**src/rtl/i2s_fifo_write_arbiter_pkg.sv**
```systemverilog
// Shared channel type and round-robin helper for the I2S FIFO write arbiter.
package i2s_pkg;

  typedef enum logic {CH_LEFT = 1'b0, CH_RIGHT = 1'b1} i2s_ch_e;

  // On a tie the channel that did not win last time gets the port.
  function automatic i2s_ch_e next_rr(i2s_ch_e last);
    return (last == CH_LEFT) ? CH_RIGHT : CH_LEFT;
  endfunction

endpackage

```
**src/rtl/i2s_fifo_write_arbiter_sat_counter.sv**
```systemverilog
// Saturating up-counter with synchronous clear; clear beats increment.
module sat_counter #(
  parameter int W = 8
) (
  input  logic         clk,
  input  logic         rst,
  input  logic         inc_i,
  input  logic         clr_i,
  output logic [W-1:0] count_o
);

  logic [W-1:0] count_q;
  logic [W-1:0] count_d;

  // Next count: clear first, then increment unless already all-ones.
  always_comb begin
    count_d = count_q;
    if (clr_i) begin
      count_d = '0;
    end else if (inc_i && (count_q != {W{1'b1}})) begin
      count_d = count_q + 1'b1;
    end
  end

  // Count register.
  always_ff @(posedge clk or posedge rst) begin
    if (rst) begin
      count_q <= '0;
    end else begin
      count_q <= count_d;
    end
  end

  assign count_o = count_q;

endmodule

```
**src/rtl/i2s_fifo_write_arbiter.sv**
```systemverilog
// Shares the sample FIFO write port between the left and right I2S channels.
// Each channel owns a one-entry holding slot; a round-robin grant drains one
// slot per cycle whenever the FIFO has room.
module i2s_fifo_write_arbiter
  import i2s_pkg::*;
#(
  parameter int WIDTH     = 24,
  parameter int CNT_WIDTH = 8
) (
  input  logic                 clk,
  input  logic                 rst,
  input  logic                 enable_i,
  input  logic                 clear_i,
  input  logic                 left_valid_i,
  input  logic [WIDTH-1:0]     left_data_i,
  input  logic                 right_valid_i,
  input  logic [WIDTH-1:0]     right_data_i,
  input  logic                 fifo_full_i,
  output logic                 fifo_wr_en_o,
  output logic [WIDTH:0]       fifo_data_o,
  output logic [CNT_WIDTH-1:0] left_ovf_o,
  output logic [CNT_WIDTH-1:0] right_ovf_o,
  output logic                 busy_o
);

  logic             pend_l_q, pend_l_d, pend_r_q, pend_r_d;
  logic [WIDTH-1:0] hold_l_q, hold_l_d, hold_r_q, hold_r_d;
  i2s_ch_e          last_grant_q, last_grant_d;
  i2s_ch_e          grant_ch;
  logic             grant_v, grant_l, grant_r;
  logic             cap_l, cap_r, drop_l, drop_r;

  // Grant: nothing while full; a lone pending slot wins; ties go round-robin.
  // With no grant, grant_ch rests on last_grant so the data bus stays stable.
  always_comb begin
    grant_v  = 1'b0;
    grant_ch = last_grant_q;
    if (!fifo_full_i) begin
      if (pend_l_q && pend_r_q) begin
        grant_v  = 1'b1;
        grant_ch = next_rr(last_grant_q);
      end else if (pend_l_q) begin
        grant_v  = 1'b1;
        grant_ch = CH_LEFT;
      end else if (pend_r_q) begin
        grant_v  = 1'b1;
        grant_ch = CH_RIGHT;
      end
    end
  end

  assign grant_l = grant_v && (grant_ch == CH_LEFT);
  assign grant_r = grant_v && (grant_ch == CH_RIGHT);
  assign cap_l   = left_valid_i && enable_i;
  assign cap_r   = right_valid_i && enable_i;

  // Slot next-state: capture into a free or draining slot, else drop and count.
  always_comb begin
    pend_l_d     = pend_l_q;
    hold_l_d     = hold_l_q;
    drop_l       = 1'b0;
    pend_r_d     = pend_r_q;
    hold_r_d     = hold_r_q;
    drop_r       = 1'b0;
    last_grant_d = grant_v ? grant_ch : last_grant_q;
    if (cap_l) begin
      if (!pend_l_q || grant_l) begin
        hold_l_d = left_data_i;
        pend_l_d = 1'b1;
      end else begin
        drop_l = 1'b1;
      end
    end else if (grant_l) begin
      pend_l_d = 1'b0;
    end
    if (cap_r) begin
      if (!pend_r_q || grant_r) begin
        hold_r_d = right_data_i;
        pend_r_d = 1'b1;
      end else begin
        drop_r = 1'b1;
      end
    end else if (grant_r) begin
      pend_r_d = 1'b0;
    end
  end

  // Slot and arbitration state; reset leaves last_grant on right so left wins first.
  always_ff @(posedge clk or posedge rst) begin
    if (rst) begin
      pend_l_q     <= 1'b0;
      hold_l_q     <= '0;
      pend_r_q     <= 1'b0;
      hold_r_q     <= '0;
      last_grant_q <= CH_RIGHT;
    end else begin
      pend_l_q     <= pend_l_d;
      hold_l_q     <= hold_l_d;
      pend_r_q     <= pend_r_d;
      hold_r_q     <= hold_r_d;
      last_grant_q <= last_grant_d;
    end
  end

  sat_counter #(.W(CNT_WIDTH)) u_ovf_left (
    .clk     (clk),
    .rst     (rst),
    .inc_i   (drop_l),
    .clr_i   (clear_i),
    .count_o (left_ovf_o)
  );

  sat_counter #(.W(CNT_WIDTH)) u_ovf_right (
    .clk     (clk),
    .rst     (rst),
    .inc_i   (drop_r),
    .clr_i   (clear_i),
    .count_o (right_ovf_o)
  );

  assign fifo_wr_en_o = grant_v;
  assign fifo_data_o  = {grant_ch == CH_RIGHT, (grant_ch == CH_RIGHT) ? hold_r_q : hold_l_q};
  assign busy_o       = pend_l_q | pend_r_q;

endmodule

```
**config.mk**
```make
export PLATFORM = sky130hd
export DESIGN_NAME = i2s_fifo_write_arbiter
export DESIGN_NICKNAME = d
export VERILOG_FILES = /design/src/rtl/i2s_fifo_write_arbiter_pkg.sv /design/src/rtl/i2s_fifo_write_arbiter_sat_counter.sv /design/src/rtl/i2s_fifo_write_arbiter.sv
export SDC_FILE = /design/constraint.sdc
export NUM_CORES = 1
export LEC_CHECK = 0
export BUFFER_PORTS_ARGS = -buffer_cell sky130_fd_sc_hd__buf_2
export CAP_MARGIN = 30
export CORE_MARGIN = 5
export CORE_UTILIZATION = 38
export CTS_BUF_LIST = sky130_fd_sc_hd__clkbuf_8
export DETAILED_ROUTE_END_ITERATION = 6
export GPL_TIMING_DRIVEN = 0
export RECOVER_POWER = 100
export SYNTH_ARGS = -nofsm -noshare
export SYNTH_HDL_FRONTEND = slang
export SYNTH_SLANG_ARGS = --single-unit
```
**constraint.sdc**
```tcl
create_clock -name clk -period 2.16 [get_ports clk]
set_clock_uncertainty 0.05 [all_clocks]
set_input_delay 0.216 -clock clk [delete_from_list [all_inputs] [get_ports clk]]
set_output_delay 0.216 -clock clk [all_outputs]
set_load 0.02 [all_outputs]
```
After elaboration in Yosys (flattened, before gate mapping)
Index checks and enable logic that the tools add are counted.

word-level totals
  register bits = 67
  bits of input ports = 55

operators by class
  add/sub/neg operators = 2
  equality and inequality tests = 4
  mux-type cells = 24
  bitwise gates (word level) = 2
  reductions and logical operators = 19

operators by type and width
  operator                                       count
  two-way mux 8 bit                              4
  two-way mux 24 bit                             1
  two-way mux 1 bit                              19
  adder 8 x 1 -> 8 bit, second input constant    2
  != test 8 bit, second input constant           2
  AND reduction 2 bit                            4
  nonzero test 2 bit                             4
  logical AND 1 bit                              7
  != test 2 x 1 -> 1 bit, second input constant  2
  zero test 1 bit                                2
  logical OR 1 bit                               2
  NOT 1 bit                                      1
  OR 1 bit                                       1

Depth between registers and ports, before layout
Gate-level depths: netlist of the first run.

  depth in word-level cells = 12
  gate-level depth with buffers = 5

Modules after synthesis
Synthesis of the first run repeated with hierarchy kept, for this count alone.

second synthesis, totals
  cell total of the unflattened synthesis = 250
  area total of the unflattened synthesis = 3399.5 µm²

by module, submodules not included
  module                  times used  cells an instance  area each (µm²)  seq. area each (µm²)
  i2s_fifo_write_arbiter  1           152                2391.0           1277.5
  sat_counter             2           49                 504.2            200.2

Worst setup path after synthesis of the first run
Ideal clock, no wire load.

  path kind = reg-to-output
  start point = reg last_grant_q
  end point = out fifo_data_o[10]
  arrival = 1.589 ns
  required time = 1.894 ns
  path slack = 0.305 ns
  stages on the path, launching flop included = 5
  buffers on the path = 1
  path through = dfstp_2 > a21oi_1 > a31oi_2 > buf_2 > mux2_2

on the way
  word-level cells in the longest chain between the ends = 5
  elaborated cells between the ends (all ways) = 6
  classes of those cells = mux (6)

ends and longest elaborated chain
  element                   line                           text
  start: declaration        i2s_fifo_write_arbiter.sv:28   i2s_ch_e last_grant_q, last_grant_d;
  start signal: assignment  i2s_fifo_write_arbiter.sv:101  last_grant_q <= last_grant_d;
  two-way mux 1 bit         i2s_fifo_write_arbiter.sv:45   end else if (pend_r_q) begin
  two-way mux 1 bit         i2s_fifo_write_arbiter.sv:42   end else if (pend_l_q) begin
  two-way mux 1 bit         i2s_fifo_write_arbiter.sv:39   if (pend_l_q && pend_r_q) begin
  two-way mux 1 bit *       i2s_fifo_write_arbiter.sv:38   if (!fifo_full_i) begin
  two-way mux 24 bit *      i2s_fifo_write_arbiter.sv:122  assign fifo_data_o = {grant_ch == CH_RIGHT, (grant_ch == CH_RIGHT) ? hold_r_q : hold_l_q};
  end: declaration          i2s_fifo_write_arbiter.sv:20   output logic [WIDTH:0] fifo_data_o,

Mark *: on every way between the ends. The rest lies on a longest branch, timed or not.

Worst setup path after layout of the first run
  start point = reg last_grant_q
  end point = out fifo_data_o[1]

Same word-level chain as after synthesis.

==> results by group, run 1 <==
Cells and area
  • Area grow syn2layout: 36.40%
  • FF/Latch Area: roughly 1700 um^2
  • Most frequent cells in the layout: 65 x dfrtp_1, 56 x mux2_2, 56 x buf_2
  • Multi-input logic area: 1445 um^2
  • Nets: 411
  • Layout cells sized above 1: 53.35%
  • Non-Filler Instances: 463
  • Number of diodes: 0
  • Fillers: 764
  • Commonest non-fill, non-tap cell in the layout: dfrtp_1

Synth
  • Register area share after synthesis: a little over half
  • Synth Cell Area: approximately 3100 um^2
  • Synth Area per Inst: about 13 um^2
  • EDFF count, synth: 0
  • Post-synthesis compound-gate area fraction: 6.808%
  • Synth Flop Type: dfrtp_1
  • Synth Area in Simple Gates: 9.251%
  • Syn_nets: 299
  • Post-Synth XOR/XNOR Area: 0%
  • Largest family of logic cells by synthesized area: multiplexers
  • Yosys reg bits: 67
  • Async S/R FF share, synth: 100.0%
  • Syn Inst Count: roughly 240
  • Proportion of synthesized area in mux cells: about 27%
  • Adder-cell share of the synthesized area: 0.8010%
  • Post-synth cell types: 36
  • Ys Warns: 0

Critical path
  • FF-to-FF path depth: 5
  • R2R Path End: u_ovf_left.count_o[5]$_DFFE_PP0P_
  • CP required: 1.89 ns
  • Crit. End Element: output port
  • Worst-path cell chain: a21oi_2 -> a31oi_4 -> buf_12 -> buf_8 -> mux2_2 -> buf_6
  • Worst setup path category: reg2out
  • Worst R2R Start: u_ovf_left.count_o[0]$_DFFE_PP0P_
  • Critical path arrival: 1.83 ns
  • Max incr delay on CP: 0.54 ns
  • Crit path max-delay cell type: dfstp_2
  • Startpoint type of the worst setup path: flop
  • Crit-path max FO: 6
  • Worst R2R Setup Slack: 0.13 ns

CTS
  • H-tree Lvls: 3
  • TritonCTS clock tree: done
  • Root cell of the clock tree: clkbuf_8
  • Later-pin clock latency in the skew report: 0.33 ns
  • TritonCTS Buffers: 9
  • Clk buf depth: 2
  • # clock sinks: between 60 and 70
  • Clk pin slew, worst setup/hold paths: about 0.08 ns
  • Cts hold-fix bufs: 0

STA
  • FMAX: ~480 MHz
  • Slew at the pin with the worst max-slew slack: around 1.4 ns
  • Finish-stage setup viols: 0
  • RSZ-0062 raised after global routing: true
  • Hold Fails Final Rpt: 0
  • Slew Limit Headroom: 6.165%
  • Min Clock Period, post-route: between 2 and 2.5 ns
  • Final Max Tran Viols: 0
  • Final worst path period share: 96.97%
  • Fin Setup TNS: 0 ns

Placement
  • Port Buf Inserts: 96
  • Half-perimeter wire length after placement: roughly 5000 um
  • DP Cell Count: 443
  • GP Congestion: 0.7599

Min path
  • Min-delay src: left_data_i[5]
  • Worst Hold Depth: 2
  • Worst hold endpoint: hold_l_q[5]$_DFFE_PP0P_
  • HP Class: in2reg

Detailed routing
  • Post-route ant nets: 0
  • Highest metal used: met4
  • Number of remaining DRC errors: 0
  • WL met3: 367 um
  • Vias per inst: 5.028
  • Met2 wire len: ~3600 um
  • Wire per inst: 15.57 um
  • Drt total wl: roughly 7000 um
  • Drt pass-1 iters: 4
  • Met1 Routed Length: 3138 um
  • Via count: 2,328
  • Initial DRC Count: 47

Power and ir drop
  • Power Density: 1169 nW/um^2
  • LEAKAGE: 0.001904 uW
  • VDD IR max: between 0.0006 and 0.0007 V

Die
  • Initial Util: about 39%
  • Core area: 8093 um^2
  • Die height: 100.7 um
  • Die X: 100.7 um
  • DIE AREA: between 10,000 and 15,000 um^2
  • Row count: 33
  • # IOs: 98

Global routing
  • Vias in the first global route: between 2,000 and 2,500
  • Overflow after GRT: 0
  • First-pass GRT wire length: roughly 12,000 um
  • Antenna violations before repair: 0
  • GR Util All Layers: 14.56%
  • Largest net degree at the start of global routing: 68

Status
  • Status: finished, final reports clean

Job
  • Max-cap viol count: 0
==> sequential cells by signal, summed over array words and instances, names as in the netlist <==
| name | cells |
|---|---|
| hold_l_q | 24 |
| u_ovf_right.count_o | 8 |
| last_grant_q | 1 |
| pend_l_q | 1 |
| hold_r_q | 24 |
| pend_r_q | 1 |
| u_ovf_left.count_o | 8 |
==> cells by family after synthesis <==
kind of cell / count (synthesis)
buffers and inverters: 16
AO/OA/AOI/OAI: 33
AND/OR/NAND/NOR: 49
adder cells (fa/ha/maj): 2
multiplexers: 75
flip-flops: 67
==> stage by stage <==
stage          cell area (um^2)  utilization, %  hold slack (ns)  total power, uW  setup WS [ns]
6_report                   4262           52.66          0.05723             4984        0.06539
5_1_grt                    4262           52.66          0.03366             5247       -0.03713
4_1_cts                    4140           51.16          0.02734             4722        0.01030
3_5_place_dp               3739           46.20           0.4017             3115       -0.09005
3_3_place_gp               3736           46.17           0.3990             3088        -0.7435
2_1_floorplan              3124               -           0.2787             2687         0.2125
==> worst max-delay path, delay by kind of cell (launching register included) <==
| family | cells | cell delay [ns] |
|---|---|---|
| buffers and inverters | 3 | 0.39 |
| multiplexers | 1 | 0.34 |
| AO/OA/AOI/OAI | 2 | 0.22 |
| flip-flops | 1 | 0.54 |
==> power by group <==
group / total (uW) / switching (uW) / leakage [uW] / internal, uW
sequential: 1660 / 140 / 0.000818 / 1520
clock: 1260 / 497 / 0.000115 / 765
combinational: 2060 / 870 / 0.000971 / 1190
total: 4980 / 1510 / 0.00190 / 3480
==> layout make-up <==
cell class	count	area share, %
Buffer	12	1.791
Clock buffer	9	2.907
Clock inverter	6	2.701
Inverter	4	0.3523
Multi-Input combinational cell	159	33.91
Sequential cell	67	39.40
Tap cell	105	3.083
Timing Repair Buffer	101	15.85
==> metal layers <==
layer | GRT usage [%] | vias to the layer above
li1 | - | 1108
met1 | 18.55 | 1163
met2 | 23.85 | 51
met3 | 4.360 | 6
met4 | 4.352 | 0
met5 | 0 | -
==> how the worst max path moves through the flow <==
stage	startpoint	to	slack [ns]	cells past startpoint
floorplan	rst	hold_l_q[0]$_DFFE_PP0P_	0.21	1
global placement	rst	u_ovf_right.count_o[7]$_DFFE_PP0P_	-0.74	2
detailed placement	last_grant_q$_DFFE_PP1N_	fifo_data_o[12]	-0.09	5
CTS	last_grant_q$_DFFE_PP1N_	fifo_data_o[1]	0.01	6
global route	last_grant_q$_DFFE_PP1N_	fifo_data_o[3]	-0.04	6
finish	last_grant_q$_DFFE_PP1N_	fifo_data_o[1]	0.07	6
==> what timing repair did <==
| action | CTS | global route |
|---|---|---|
| cloned | 2 | 0 |
| setup endpoints to repair | 25 | 23 |
| endpoints found under the hold margin | 0 | 0 |
| pin swaps | 0 | 0 |
| gates resized for setup | 35 | 47 |
| setup buffers | 3 | 0 |
==> cell usage after synthesis, types with 3 or more instances <==
cell type,n,area (um^2)
a21oi_1,14,70.07
buf_2,9,45.04
dfrtp_1,66,1652
inv_1,4,15.01
mux2_2,75,844.6
nand2_1,10,37.54
nand3_1,6,30.03
nor2_1,4,15.01
nor2b_1,3,18.77
o21ai_0,5,25.02
o31ai_1,7,52.55
or3_1,8,50.05
or4_1,4,30.03
(Power assumes the default switching activity.)
==> inputs of run 2 (changes only) <==
CORE_MARGIN = 2   (was 5)
clock period = 2.3 ns   (was 2.16 ns; I/O delays follow)
==> run 2 against run 1 <==
Compared with the run above: via count is 0.47% lower; setup slack better by 0.038 ns; cell area is 4.3% lower; hold slack better by 0.0091 ns.
==> results by group, run 2 (same netlist as run 1, synthesis figures left out) <==
Status
  • Status: finished, final reports clean (unchanged)

Cells and area
  • Commonest non-fill, non-tap cell in the layout: mux2_2 (was dfrtp_1)
  • Area grow syn2layout: 30.52% (was 36.40%)
  • Number of diodes: 0 (unchanged)
  • Fin util: 50.39% (was 52.66%)
  • Most frequent cells in the layout: 75 x mux2_2, 66 x dfrtp_1, 56 x buf_2 (was 65 x dfrtp_1, 56 x mux2_2, 56 x buf_2)
  • Fillers: 802 (was 764)
  • Fin area: 4078 um^2 (was 4262 um^2)
  • Biggest regs: hold_l_q: 24 flops, hold_r_q: 24 flops (unchanged)
  • Nets: 413 (was 411)
  • Layout cells sized above 1: 52.50% (was 53.35%)

Die
  • Die height: 94.68 um (was 100.7 um)
  • Initial Util: 38.61% (unchanged)
  • # IOs: 98 (unchanged)
  • Core area: 8093 um^2 (unchanged)
  • Die X: 94.68 um (was 100.7 um)
  • Row count: 33 (unchanged)
  • DIE AREA: 8963 um^2 (was 10,140 um^2)

STA
  • Finish-stage setup viols: 0 (unchanged)
  • RSZ-0062 raised after global routing: false (was true)
  • Final worst path period share: 95.49%
  • Slew Limit Headroom: 4.897% (was 6.165%)
  • Final setup margin: 0.1038 ns (was 0.06539 ns)
  • Fin Setup TNS: 0 ns (unchanged)
  • Slew at the pin with the worst max-slew slack: 1.427 ns (was 1.408 ns)
  • Min Clock Period, post-route: 2.196 ns
  • FMAX: 455.3 MHz
  • Final Max Tran Viols: 0 (unchanged)
  • Hold Fails Final Rpt: 0 (unchanged)

CTS
  • Root cell of the clock tree: clkbuf_8 (unchanged)
  • TritonCTS clock tree: done (unchanged)
  • TritonCTS Buffers: 9 (unchanged)
  • Later-pin clock latency in the skew report: 0.34 ns (was 0.33 ns)
  • # clock sinks: 67 (unchanged)
  • Clk buf depth: 2 (unchanged)
  • Clk pin slew, worst setup/hold paths: 0.08 ns (about the same)
  • H-tree Lvls: 3 (unchanged)

Job
  • Max-cap viol count: 0 (unchanged)

Detailed routing
  • Post-route ant nets: 0 (unchanged)
  • Wire per inst: 14.87 um (was 15.57 um)
  • Vias per inst: 4.983 (was 5.028)
  • Initial DRC Count: 64 (was 47)
  • Drt total wl: 6915 um (was 7209 um)
  • Via count: 2,317 (was 2,328)
  • Drt pass-1 iters: 4 (unchanged)
  • Number of remaining DRC errors: 0 (unchanged)

Critical path
  • Worst R2R Setup Slack: 0.21 ns (was 0.13 ns)
  • Crit. End Element: output port (unchanged)
  • Worst R2R Start: last_grant_q$_DFFE_PP1N_ (was u_ovf_left.count_o[0]$_DFFE_PP0P_)
  • Startpoint type of the worst setup path: flop (unchanged)
  • Critical path arrival: 1.92 ns (was 1.83 ns)
  • Worst-path cell chain: a21oi_2 -> a31oi_4 -> buf_12 -> clkbuf_16 -> mux2_2 -> buf_2 (was a21oi_2 -> a31oi_4 -> buf_12 -> buf_8 -> mux2_2 -> buf_6)
  • Worst setup path category: reg2out (unchanged)
  • CP required: 2.02 ns (was 1.89 ns)
  • Worst Setup SP: last_grant_q$_DFFE_PP1N_ (unchanged)
  • Crit-path max FO: 6 (unchanged)
  • Max incr delay on CP: 0.57 ns (was 0.54 ns)
  • Crit path max-delay cell type: dfstp_2 (unchanged)

Min path
  • HP Class: in2reg (unchanged)
  • Min-delay src: left_data_i[6] (was left_data_i[5])

Placement
  • Pre-CTS setup slack: 0.03259 ns (was -0.09005 ns)
  • Half-perimeter wire length after placement: 4800 um (was 4954 um)
  • Placed cell area: 3739 um^2 (unchanged)
  • Port Buf Inserts: 96 (unchanged)
  • GP Congestion: 0.8170 (was 0.7599)

Power and ir drop
  • Power Density: 1053 nW/um^2 (was 1169 nW/um^2)
  • Pwr Total: 4294 uW (was 4984 uW)
  • LEAKAGE: 0.001793 uW (was 0.001904 uW)
  • VDD IR max: 0.0005110 V (was 0.0006043 V)

Global routing
  • GR Util All Layers: 15.67% (was 14.56%)
  • Largest net degree at the start of global routing: 68 (unchanged)
  • Vias in the first global route: 2,246 (was 2,391)
  • Antenna violations before repair: 0 (unchanged)
  • First-pass GRT wire length: 10,830 um (was 11,590 um)
  • Overflow after GRT: 0 (unchanged)
==> run 2: changes by cell type in the layout (fill, tap and decap cells not counted), moves of 3 or more <==
cell	before	now
buf_6	23	2
clkbuf_2	4	23
mux2_2	56	75
mux2_4	19	0
buf_8	5	2
==> run 2: power breakdown <==
part | switching [uW] | internal, uW
sequential | 129 | 1430
clock | 458 | 718
combinational | 740 | 820
total | 1330 | 2970
==> run 2: per-layer routing <==
| layer | wire length [um] | vias up | share of wire (%) | track usage [%] |
|---|---|---|---|---|
| li1 | - | 1115 | - | - |
| met1 | 3023 | 1130 | 44 | 20.56 |
| met2 | 3429 | 62 | 50 | 24.70 |
| met3 | 326 | 10 | 4.7 | 3.831 |
| met4 | 136 | 0 | 2.0 | 6.763 |
| met5 | 0 | - | 0 | 0 |
==> run 2: worst paths after layout <==
| check | end | cells past startpoint |
|---|---|---|
| max reg2reg | hold_l_q[10]$_DFFE_PP0P_ | 6 |
| max | fifo_data_o[11] | 6 |
| max in group asynchronous | hold_r_q[4]$_DFFE_PP0P_ | 2 |
| min reg2reg | hold_l_q[1]$_DFFE_PP0P_ | 1 |
| min | hold_l_q[6]$_DFFE_PP0P_ | 2 |
| min in group asynchronous | hold_r_q[9]$_DFFE_PP0P_ | 2 |
==> run 2: layout make-up <==
cell class | count | area, um^2 | area share (%)
clock buffers | 9 | 123.9 | 3.038
multi-input cells | 159 | 1369 | 33.57
flip-flops and latches | 67 | 1678 | 41.15
inverters | 4 | 15.01 | 0.3682
repair buffers | 103 | 569.3 | 13.96
well taps | 105 | 131.4 | 3.222
clock inverters | 6 | 115.1 | 2.823
plain buffers | 12 | 76.32 | 1.872
==> run 2: critical path, delay by kind of cell, from the launching register on <==
| family | cells | cell delay, ns |
|---|---|---|
| buffers and inverters | 3 | 0.45 |
| muxes | 1 | 0.33 |
| AOI/OAI and AO/OA | 2 | 0.23 |
| DFF | 1 | 0.57 |
==> run 2: per-stage QoR <==
step           hold slack [ns]  cells
2_1_floorplan           0.2927    242
3_3_place_gp            0.4125    443
3_5_place_dp            0.4158    443
4_1_cts                0.04051    460
5_1_grt                0.04763    465
6_report               0.06635    465
==> run 2: what timing repair did <==
item                                    4_1_cts  5_1_grt
resized for setup                             3       14
cloned                                        0        2
setup buffers                                 2        3
hold buffers                                  0        0
endpoints found under the setup margin       20       19
==> inputs of run 3 (changes only) <==
CORE_MARGIN = default   (was 2)
CTS_CLUSTER_SIZE = 25   (was default)
==> run 3 against run 2 <==
Compared with the run above: utilization shrank 0.13 points; register-to-register slack is essentially flat; maximum frequency shrank 0.29%; sequential power is essentially flat; sequential share of layout area grew 1.4 points; cell count shrank 1.3%; setup slack lost 0.0064 ns; critical path depth shrank 1; hold slack is essentially flat; critical path type unchanged; largest power group unchanged.
==> results by group, run 3 (same netlist as run 1, synthesis figures left out) <==
Status
  • Status: finished, final reports clean (unchanged)

Global routing
  • Gr busiest metal: met2 (unchanged)
  • Vias in the first global route: 2,239 (was 2,246)
  • First-pass GRT wire length: 10,790 um (was 10,830 um)
  • GR Layer Usage met1: 20.89% (was 20.56%)
  • Antenna violations before repair: 0 (unchanged)
  • Overflow after GRT: 0 (unchanged)
  • GR met2 Demand/Resource: 26.67% (was 24.70%)
  • GR Util All Layers: 16.35% (was 15.67%)
  • Largest net degree at the start of global routing: 68 (unchanged)
  • Global Route met3 Usage: 3.448% (was 3.831%)

Die
  • Die height: 92.68 um (was 94.68 um)
  • Initial Util: 39.81% (was 38.61%)
  • Core area: 7848 um^2 (was 8093 um^2)
  • Die X: 92.68 um (was 94.68 um)
  • Row count: 32 (was 33)
  • # IOs: 98 (unchanged)
  • DIE AREA: 8589 um^2 (was 8963 um^2)

Min path
  • HP Class: in2reg (unchanged)

STA
  • WHS: 0.06636 ns (was 0.06635 ns)
  • Min Clock Period, post-route: 2.203 ns (was 2.196 ns)
  • Slew at the pin with the worst max-slew slack: 1.379 ns (was 1.427 ns)
  • Finish-stage setup viols: 0 (unchanged)
  • Slew Limit Headroom: 7.944% (was 4.897%)
  • Final worst path period share: 95.76% (was 95.49%)
  • FMAX: 454.0 MHz (was 455.3 MHz)
  • Final Max Tran Viols: 0 (unchanged)
  • RSZ-0062 raised after global routing: false (unchanged)
  • Final setup margin: 0.09743 ns (was 0.1038 ns)
  • Hold Fails Final Rpt: 0 (unchanged)

Placement
  • GP Congestion: 0.6846 (was 0.8170)
  • Placed cell area: 3735 um^2 (was 3739 um^2)
  • Pre-CTS setup slack: 0.04797 ns (was 0.03259 ns)
  • Half-perimeter wire length after placement: 4685 um (was 4800 um)
  • Port Buf Inserts: 96 (unchanged)

Job
  • Max-cap viol count: 0 (unchanged)

Detailed routing
  • Post-route ant nets: 0 (unchanged)
  • Vias per inst: 4.946 (was 4.983)
  • Number of remaining DRC errors: 0 (unchanged)
  • Via count: 2,270 (was 2,317)
  • Wire per inst: 14.40 um (was 14.87 um)
  • Drt pass-1 iters: 4 (unchanged)
  • Drt total wl: 6611 um (was 6915 um)
  • Initial DRC Count: 69 (was 64)

Cells and area
  • FF/Latch Area: 1678 um^2 (unchanged)
  • Area grow syn2layout: 26.23% (was 30.52%)
  • Fillers: 753 (was 802)
  • Nets: 409 (was 413)
  • Most frequent cells in the layout: 74 x mux2_2, 66 x dfrtp_1, 59 x buf_2 (was 75 x mux2_2, 66 x dfrtp_1, 56 x buf_2)
  • Fin area: 3944 um^2 (was 4078 um^2)
  • Number of diodes: 0 (unchanged)
  • Commonest non-fill, non-tap cell in the layout: mux2_2 (unchanged)
  • Layout cells sized above 1: 52.10% (was 52.50%)
  • Biggest regs: hold_l_q: 24 flops, hold_r_q: 24 flops (unchanged)
  • Fin util: 50.26% (was 50.39%)
  • Multi-input logic area: 1365 um^2 (was 1369 um^2)

Critical path
  • R2R Path End: hold_l_q[9]$_DFFE_PP0P_ (was hold_l_q[10]$_DFFE_PP0P_)
  • CP required: 2.02 ns (about the same)
  • Crit. End Element: output port (unchanged)
  • Critical path arrival: 1.92 ns (about the same)
  • FF-to-FF path depth: 6 (unchanged)
  • Worst Setup SP: last_grant_q$_DFFE_PP1N_ (unchanged)
  • CP endpoint: fifo_data_o[0] (was fifo_data_o[11])
  • Worst setup path category: reg2out (unchanged)
  • Worst R2R Start: last_grant_q$_DFFE_PP1N_ (unchanged)
  • Worst R2R Setup Slack: 0.21 ns (about the same)
  • Crit-path max FO: 5 (was 6)
  • Startpoint type of the worst setup path: flop (unchanged)

CTS
  • TritonCTS Buffers: 9 (unchanged)
  • Root cell of the clock tree: clkbuf_8 (unchanged)
  • Clk pin slew, worst setup/hold paths: 0.08 ns (about the same)
  • Clk buf depth: 2 (unchanged)
  • Later-pin clock latency in the skew report: 0.34 ns (about the same)
  • TritonCTS clock tree: done (unchanged)
  • Cts hold-fix bufs: 0 (unchanged)
  • # clock sinks: 67 (unchanged)
  • H-tree Lvls: 3 (unchanged)

Power and ir drop
  • LEAKAGE: 0.001737 uW (was 0.001793 uW)
  • Pwr Total: 3936 uW (was 4294 uW)
  • Power Density: 997.9 nW/um^2 (was 1053 nW/um^2)
  • VDD IR max: 0.0004678 V (was 0.0005110 V)
==> run 3: final cells by class <==
cell class	count	share of cell area, %
Sequential cell	67	42.54
Clock inverter	7	1.935
Buffer	12	1.967
Multi-Input combinational cell	159	34.61
Timing Repair Buffer	99	12.18
Inverter	4	0.3807
Clock buffer	9	3.141
Tap cell	102	3.236
==> run 3: worst min-delay path by stage <==
stage,endpoint,startpoint,depth (start not counted),slack (ns)
final,hold_r_q[5]$_DFFE_PP0P_,right_data_i[5],2,0.07
after detailed placement,hold_r_q[19]$_DFFE_PP0P_,rst,2,0.42
after floorplan,pend_l_q$_DFFE_PP0P_,enable_i,2,0.29
after global routing,hold_r_q[4]$_DFFE_PP0P_,right_data_i[4],2,0.05
after global placement,hold_l_q[20]$_DFFE_PP0P_,left_data_i[20],2,0.41
after CTS,u_ovf_left.count_o[1]$_DFFE_PP0P_,rst,2,0.04
==> run 3: layer usage <==
layer / routed length [um] / up-vias
li1: - / 1111
met1: 2949 / 1097
met2: 3246 / 51
met3: 293 / 11
met4: 121 / 0
met5: 0 / -
==> run 3: metrics by stage <==
step                TNS (ns)  instances
floorplan                  0        242
global placement      -42.03        440
detailed placement         0        440
global route               0        459
CTS                        0        457
finish                     0        459
==> run 3: worst max-delay path, stage by stage, from the launching register on <==
cell and delay (ns):
dfstp_2 0.56, a21oi_1 0.08, a31oi_4 0.25, buf_4 0.20, mux2_2 0.35, clkbuf_2 0.15
==> run 3: where the power goes <==
part           internal, uW  switching [uW]  total [uW]
Combinational           691             703        1390
Clock                   508             480         987
Sequential             1430             125        1550
Total                  2630            1310        3940
==> run 3: timing repair <==
action | CTS | global route
gates resized for setup | 3 | 4
setup endpoints to repair | 20 | 19
buffers inserted | 1 | 2
